**config.mk**
```make
export PLATFORM = sky130hd
export DESIGN_NAME = apb_ucpd_tx_sched
export DESIGN_NICKNAME = d
export VERILOG_FILES = /design/src/rtl/apb_ucpd_tx_sched.sv
export SDC_FILE = /design/constraint.sdc
export NUM_CORES = 1
export LEC_CHECK = 0
export ABC_AREA = 1
export BUFFER_PORTS_ARGS = -buffer_cell sky130_fd_sc_hd__buf_4
export CAP_MARGIN = 40
export CELL_PAD_IN_SITES_DETAIL_PLACEMENT = 0
export CELL_PAD_IN_SITES_GLOBAL_PLACEMENT = 1
export CORE_MARGIN = 4
export CORE_UTILIZATION = 39
export CTS_BUF_LIST = sky130_fd_sc_hd__clkbuf_2 sky130_fd_sc_hd__clkbuf_4 sky130_fd_sc_hd__clkbuf_8
export DETAILED_ROUTE_END_ITERATION = 6
export PLACE_DENSITY_LB_ADDON = 0.3
export SYNTH_ARGS = -nofsm -noshare
export SYNTH_HDL_FRONTEND = slang
export SYNTH_SLANG_ARGS = --single-unit
```
**constraint.sdc**
```tcl
create_clock -name ic_clk -period 4.9 [get_ports ic_clk]
set_clock_uncertainty 0.1 [all_clocks]
set_input_delay 0.735 -clock ic_clk [delete_from_list [all_inputs] [get_ports ic_clk]]
set_output_delay 0.735 -clock ic_clk [all_outputs]
set_load 0.05 [all_outputs]
```
**src/rtl/apb_ucpd_tx_sched.sv**
```systemverilog
// Purpose: UCPD transmit scheduler that arbitrates message and hard-reset requests, sequences the TX FSM and enforces the interframe gap.
// Latency: a request sampled at edge N moves the state to MSG/HRST at edge N+1. Completion pulses are registered, one cycle after the done edge.
// Backpressure: none. A request is held as a pending flag until the scheduler returns to IDLE. A repeat request while that flag is set or its state is active is dropped.
// Optional feature: define UCPD_TX_TIMEOUT_EN to build the MSG/HRST watchdog that drives tx_err.
module apb_ucpd_tx_sched #(
  parameter int TO_W  = 16,
  parameter int GAP_W = 8
) (
  input  logic             ic_clk,
  input  logic             ic_rst_n,
  input  logic             ucpden,
  input  logic             txsend_req,
  input  logic             txhrst_req,
  input  logic             rx_busy,
  input  logic             tx_msg_done,
  input  logic             tx_hrst_done,
  input  logic             tx_und,
  input  logic [GAP_W-1:0] cfg_ifrgap,
  input  logic [TO_W-1:0]  cfg_timeout,
  output logic             transmit_en,
  output logic             tx_hrst,
  output logic             sched_busy,
  output logic             txmsgsent,
  output logic             txmsgdisc,
  output logic             txmsgabt,
  output logic             hrstsent,
  output logic             hrstdisc,
  output logic             tx_err
);

  typedef enum logic [1:0] {
    IDLE = 2'd0,
    MSG  = 2'd1,
    HRST = 2'd2,
    GAP  = 2'd3
  } state_t;

  state_t           state_q, state_d;
  logic             msg_pend_q, msg_pend_d;
  logic             hrst_pend_q, hrst_pend_d;
  logic             und_seen_q, und_seen_d;
  logic [GAP_W-1:0] gap_cnt_q, gap_cnt_d;
  logic             txmsgsent_q, txmsgsent_d;
  logic             txmsgdisc_q, txmsgdisc_d;
  logic             txmsgabt_q, txmsgabt_d;
  logic             hrstsent_q, hrstsent_d;
  logic             hrstdisc_q, hrstdisc_d;

`ifdef UCPD_TX_TIMEOUT_EN
  logic [TO_W-1:0]  wd_cnt_q, wd_cnt_d;
  logic             tx_err_q, tx_err_d;
  logic             wd_hit;

  // The watchdog counter holds (cycles spent in the state - 1), so a threshold of T fires on the T-th cycle.
  assign wd_hit = (cfg_timeout != '0) && (wd_cnt_q == (cfg_timeout - TO_W'(1)));
  assign tx_err = tx_err_q;

  // The watchdog restarts on every entry into MSG/HRST and saturates instead of wrapping.
  always_comb begin
    wd_cnt_d = '0;
    if (ucpden && (state_d == state_q) && ((state_q == MSG) || (state_q == HRST))) begin
      wd_cnt_d = (wd_cnt_q == '1) ? wd_cnt_q : wd_cnt_q + TO_W'(1);
    end
  end
`else
  logic             unused_cfg_timeout;
  assign unused_cfg_timeout = ^cfg_timeout;
  assign tx_err = 1'b0;
`endif

  assign transmit_en = (state_q == MSG);
  assign tx_hrst     = (state_q == HRST) || ((state_q == MSG) && hrst_pend_q);
  assign sched_busy  = (state_q != IDLE) || msg_pend_q || hrst_pend_q;
  assign txmsgsent   = txmsgsent_q;
  assign txmsgdisc   = txmsgdisc_q;
  assign txmsgabt    = txmsgabt_q;
  assign hrstsent    = hrstsent_q;
  assign hrstdisc    = hrstdisc_q;

  // This block captures requests, runs the scheduler state machine and computes the completion pulses.
  always_comb begin
    state_d     = state_q;
    msg_pend_d  = msg_pend_q;
    hrst_pend_d = hrst_pend_q;
    und_seen_d  = und_seen_q;
    gap_cnt_d   = gap_cnt_q;
    txmsgsent_d = 1'b0;
    txmsgdisc_d = 1'b0;
    txmsgabt_d  = 1'b0;
    hrstsent_d  = 1'b0;
    hrstdisc_d  = 1'b0;
`ifdef UCPD_TX_TIMEOUT_EN
    tx_err_d    = 1'b0;
`endif
    // A request is captured unless its own state is already running. A flag that is already set stays set.
    if (txsend_req && (state_q != MSG))  msg_pend_d  = 1'b1;
    if (txhrst_req && (state_q != HRST)) hrst_pend_d = 1'b1;

    case (state_q)
      IDLE: begin
        if (hrst_pend_q) begin
          hrst_pend_d = 1'b0;
          if (rx_busy) hrstdisc_d = 1'b1;
          else         state_d    = HRST;
        end else if (msg_pend_q) begin
          msg_pend_d = 1'b0;
          if (rx_busy) txmsgdisc_d = 1'b1;
          else         state_d     = MSG;
        end
      end
      MSG: begin
        if (tx_und) und_seen_d = 1'b1;
        if (tx_msg_done) begin
          und_seen_d = 1'b0;
          if (hrst_pend_q) begin
            txmsgabt_d  = 1'b1;
            hrst_pend_d = 1'b0;
            state_d     = HRST;
          end else begin
            // An underrun reported in the same cycle as done still aborts the message.
            if (und_seen_q || tx_und) txmsgabt_d  = 1'b1;
            else                      txmsgsent_d = 1'b1;
            state_d   = GAP;
            gap_cnt_d = cfg_ifrgap;
          end
        end
`ifdef UCPD_TX_TIMEOUT_EN
        else if (wd_hit) begin
          tx_err_d   = 1'b1;
          und_seen_d = 1'b0;
          state_d    = GAP;
          gap_cnt_d  = cfg_ifrgap;
        end
`endif
      end
      HRST: begin
        if (tx_hrst_done) begin
          hrstsent_d = 1'b1;
          state_d    = GAP;
          gap_cnt_d  = cfg_ifrgap;
        end
`ifdef UCPD_TX_TIMEOUT_EN
        else if (wd_hit) begin
          tx_err_d  = 1'b1;
          state_d   = GAP;
          gap_cnt_d = cfg_ifrgap;
        end
`endif
      end
      GAP: begin
        if (gap_cnt_q == '0) state_d   = IDLE;
        else                 gap_cnt_d = gap_cnt_q - GAP_W'(1);
      end
      default: state_d = IDLE;
    endcase

    // When the peripheral is disabled, the scheduler is flushed synchronously and all pulses are suppressed.
    if (!ucpden) begin
      state_d     = IDLE;
      msg_pend_d  = 1'b0;
      hrst_pend_d = 1'b0;
      und_seen_d  = 1'b0;
      gap_cnt_d   = '0;
      txmsgsent_d = 1'b0;
      txmsgdisc_d = 1'b0;
      txmsgabt_d  = 1'b0;
      hrstsent_d  = 1'b0;
      hrstdisc_d  = 1'b0;
`ifdef UCPD_TX_TIMEOUT_EN
      tx_err_d    = 1'b0;
`endif
    end
  end

  // This block holds the state, the pending flags, the counters and the registered pulses, all cleared by async reset.
  always_ff @(posedge ic_clk or negedge ic_rst_n) begin
    if (!ic_rst_n) begin
      state_q     <= IDLE;
      msg_pend_q  <= 1'b0;
      hrst_pend_q <= 1'b0;
      und_seen_q  <= 1'b0;
      gap_cnt_q   <= '0;
      txmsgsent_q <= 1'b0;
      txmsgdisc_q <= 1'b0;
      txmsgabt_q  <= 1'b0;
      hrstsent_q  <= 1'b0;
      hrstdisc_q  <= 1'b0;
`ifdef UCPD_TX_TIMEOUT_EN
      wd_cnt_q    <= '0;
      tx_err_q    <= 1'b0;
`endif
    end else begin
      state_q     <= state_d;
      msg_pend_q  <= msg_pend_d;
      hrst_pend_q <= hrst_pend_d;
      und_seen_q  <= und_seen_d;
      gap_cnt_q   <= gap_cnt_d;
      txmsgsent_q <= txmsgsent_d;
      txmsgdisc_q <= txmsgdisc_d;
      txmsgabt_q  <= txmsgabt_d;
      hrstsent_q  <= hrstsent_d;
      hrstdisc_q  <= hrstdisc_d;
`ifdef UCPD_TX_TIMEOUT_EN
      wd_cnt_q    <= wd_cnt_d;
      tx_err_q    <= tx_err_d;
`endif
    end
  end

endmodule

```
Word level (Yosys, flattened, before mapping)

Index checks and enable logic that the tools add are counted.
W data, S select, Z words.

Register bits: 18
Input port bits: 33
Word-level logic and storage cells: 91

Add/subtract/negate cells: 1
Eq/ne operators: 16
Muxes and demuxes: 51
Reductions and logical operators: 13

Operator list:

| operator              | number |
|---|---|
| $mux W8               | 5 |
| $mux W1               | 35 |
| $pmux W8 S3           | 1 |
| $mux W2               | 8 |
| $ne A3 B3 Y1 const B  | 5 |
| $ne A4 B4 Y1 const B  | 3 |
| $logic_not A8 Y1      | 1 |
| $pmux W2 S4           | 1 |
| $sub A8 B1 Y8 const B | 1 |
| $reduce_and A6 Y1     | 1 |
| $reduce_and A5 Y1     | 1 |
| $eq A2 B2 Y1 const B  | 2 |
| $logic_or A1 B1 Y1    | 4 |
| $ne A2 B1 Y1 const B  | 2 |
| $ne A4 B1 Y1 const B  | 1 |
| $logic_and A1 B1 Y1   | 3 |
| $ne A3 B1 Y1 const B  | 1 |
| $eq A2 B1 Y1 const B  | 1 |
| $logic_not A2 Y1      | 1 |
| $ne A2 B2 Y1 const B  | 1 |
| $pmux W1 S2           | 1 |
| $reduce_and A2 Y1     | 1 |
| $reduce_bool A2 Y1    | 1 |

Longest topological paths before layout

Word-level depth: 7
Gate-level depth with buffers: 10
Depth with buffers taken out: 10

Worst setup path before layout

No wires, ideal clock.

Path kind: register -> output
Start: register state_q[1]
End: output tx_hrst
Arrival time: 2.417 ns
Path slack: 1.648 ns
Stages on the path, launching flop included: 5
Buffers on the path: 0
Cells stage by stage: dfrtp_1 > inv_1 > ha_1 > inv_1 > o21ai_0

Cells in the longest elaborated chain, start to end: 3

RTL lines:

| element                  | line | RTL |
|---|---|---|
| start: declaration       | 38   | `state_t state_q, state_d;` |
| start signal: assignment | 193  | `state_q <= state_d;` |
| $eq A2 B1 Y1             | -    |  |
| named net transmit_en    | 20   | `output logic transmit_en,` |
| $logic_and A1 B1 Y1      | 72   | `assign tx_hrst = (state_q == HRST) \|\| ((state_q == MSG) && hrst_pend_q);` |
| $logic_or A1 B1 Y1       | 72   |  |
| end: declaration         | 21   | `output logic tx_hrst,` |

The timed path passes the listed nets, and every way through them passes these cells.

Worst setup path after layout

Start: register state_q[1]
End: output tx_hrst

Cells in the longest elaborated chain, start to end: 3

RTL lines:

| element              | line |
|---|---|
| $eq A2 B1 Y1         | 72 |
| $logic_and A1 B1 Y1  | 72 |
| $logic_or A1 B1 Y1 * | 72 |

Every way passes the cells marked *; elsewhere a longest branch is shown, timed or not.

==> results.md <==
- Drt wl/cell: between 10 and 15 microns
- Metal3 WL: about 100 microns
- Top layer in use: met4
- Count of cell types in the netlist: 31
- Crit-path max cell delay: 0.43 ns
- TritonRoute pass-1 iters: 4
- Proportion of layout cells with a drive suffix above 1: a little under a quarter
- Initial DRC count: 32
- Register-to-register path setup slack: about 3.1 ns
- Final worst path period share: roughly 53%
- EDFF count, synth: 0
- CTS Buffer Depth: 2
- Setup Total Neg Slack: 0 ns
- Synth Instances: 165
- Arrival @ worst endpoint: about 1.8 ns
- Nets: 230
- Port Buffer Count: 24
- Dpl hpwl: ~2.1 mm
- Gpl congestion: between 0.8 and 0.9
- Post-synth net total: 205
- All-layer global routing usage: between 10% and 20%
- Final Slew Violations: 0
- Area delta synth->final: 17.5%
- Routed Antenna Nets: 0
- Hold buffer count at cts: 0
- Post-Syn Area: 1250 sq um
- Post-CTS Resized: 0
- Routed wire length: ~2.7 mm
- Met2 routed WL: 1.39 mm
- Hold Crit Class: in -> async
- Setup crit start: state_q[1]
- Die H: 64.6 microns
- Post-CTS setup buffer count: 0
- M1 wire length: between 1 and 1.5 mm
- Remaining global-route overflow: 0
- Num CTS Buffers: 3
- Delay-heaviest family, CP: buffers and inverters
- Max cap viols: 0
- Crit. End Element: output port
- Clock Sinks: 18
- Setup CP Type: reg -> out
- Slowest CP cell: dfrtp_1
- Critical Path Fanout Max: 7
- Highest Clock Rate: approximately 390 MHz
- Capture point of the worst reg-to-reg path: gap_cnt_q[0]
- Post-synthesis register bit count: 18
- Worst r2r src: state_q[1]
- Initial antenna violation count: 0
- First-pass GRT wire length: ~4.9 mm
- Mean Syn Cell Area: 7.56 sq um
- Async S/R FF share, synth: 100%
- Peak VDD IR: 275 uV
- Worst-Skew Late Latency: around 0.29 ns
- Worst path cell trace: inv_1, ha_1, inv_1, o21ai_0, buf_4
- Worst EP required: 4.07 ns
- DIE AREA: 4170 sq um
- RSZ-0062 raised after global routing: false
- Vias in the first global route: ~1100
- Root Driver: clkbuf_4
- Via count: around 1100
- TritonCTS clock tree: done
- Buf/Inv on CP: 3
- WP depth: 5
- Post-synthesis sequential area ratio: between 30% and 40%
- Setup-failing EPs final: 0
- CP Launch Type: flop
- Core Area: between 3000 and 4000 sq um
- Remaining DRCs: 0
- Leakage: ~0.76 nW
- Post-DR vias/cell: between 4 and 5
- Fin. Hold Viols: 0
- YS warnings: 0
- Htree depth: 1
- Die Span X: between 60 and 70 microns
- Tmin final: approximately 2.6 ns
- Ant diodes: 0
- Io pins: 42
- Pwr/cell area: approximately 530 nW/um^2
- Most frequent CP cell: inv_1
- Worst Reg2Reg Path Length in Cells: 10
- Ys flop type: dfrtp_1
- Filler cell count: ~330
- Worst hold slack: between 0.15 and 0.2 ns
- Largest net degree at the start of global routing: 19
- Clock transition at path regs: 0.10 ns
- Initial core utilization: between 40% and 50%
- Status: finished clean
- Site Rows: 20
==> metal layers <==
| layer | track usage (%) | vias to the layer above |
|---|---|---|
| met4 | 6.33 | 0 |
| met2 | 26.0 | 25 |
| met5 | 0 | - |
| met3 | 2.77 | 7 |
| met1 | 17.9 | 514 |
| li1 | - | 574 |
==> state kept, by name (all words and copies together), names as in the netlist <==
name / count
msg_pend_q: 1
hrstdisc: 1
und_seen_q: 1
txmsgabt: 1
txmsgsent: 1
state_q: 2
hrstsent: 1
hrst_pend_q: 1
txmsgdisc: 1
gap_cnt_q: 8
==> logic make-up after synthesis <==
kind of cell,synth area share (%)
fa+ha+maj,7.02
simple gates,34.9
other cells,0.301
buf+inv,10.1
compound gates,10.8
xor+xnor,0.702
flops,36.1
==> worst max-delay path by stage <==
stage	end	slack [ns]
after CTS	tx_hrst	2.28
after detailed placement	tx_hrst	2.64
after floorplan	tx_hrst	1.65
after global routing	tx_hrst	2.06
after global placement	tx_hrst	2.65
final	tx_hrst	2.31
==> cell type report <==
class	instances	area, sq um	share of cell area, %
multi-input combinational	120	671	45.8
sequential	18	450	30.7
timing repair buffer	24	180	12.3
inverter	23	86.3	5.89
tap	44	55.1	3.76
clock buffer	3	22.5	1.54
==> through the flow <==
stage	cells	util (%)	worst slack [ns]	total power (W)	instance area, sq um
after floorplan	165	-	1.65	0.000597	1250
after global placement	229	47.3	2.65	0.000696	1440
after detailed placement	229	47.3	2.64	0.000706	1440
after CTS	232	48.0	2.28	0.000784	1470
after global routing	232	48.0	2.06	0.000860	1470
final	232	48.0	2.31	0.000771	1470
==> where the power goes <==
group	switching [W]	total (W)	internal (W)
clock	0.0000444	0.0000730	0.0000286
sequential	0.0000487	0.000243	0.000195
combinational	0.000300	0.000455	0.000155
==> synthesized netlist by cell type (all sizes together) (2+ instances only) <==
cell type / count / area share (%)
buf: 3 / 2.1
inv: 23 / 6.9
dfrtp: 18 / 36
nor2: 15 / 6.8
nand2: 45 / 15
nor3: 3 / 1.2
ha: 7 / 7.0
or2: 2 / 1.0
nand3: 19 / 9.2
a21oi: 7 / 2.8
o21ai: 13 / 5.5
==> cell usage in the layout (no fill, tap or decap) <==
master | Yosys | final
nand2_1 | 41 | 41
buf_4 | 2 | 24
inv_1 | 22 | 22
dfrtp_1 | 18 | 18
nand3_1 | 15 | 15
nor2_1 | 11 | 11
o21ai_0 | 9 | 9
a21oi_1 | 7 | 7
ha_1 | 7 | 7
nand3_2 | 4 | 4
nor3_1 | 3 | 3
o21ai_1 | 3 | 3
clkbuf_4 | 0 | 3
nor2_2 | 2 | 2
nand2_4 | 2 | 2
nand2_2 | 2 | 2
or2_2 | 2 | 2
inv_2 | 1 | 1
nor4_1 | 1 | 1
a211oi_1 | 1 | 1
nor2_4 | 1 | 1
nor2_8 | 1 | 1
o21a_1 | 1 | 1
o211ai_1 | 1 | 1
and3_1 | 1 | 1
nand4_1 | 1 | 1
xnor2_1 | 1 | 1
o21ai_2 | 1 | 1
o221ai_1 | 1 | 1
conb_1 | 1 | 1
Power figures use the tool's default switching activity.
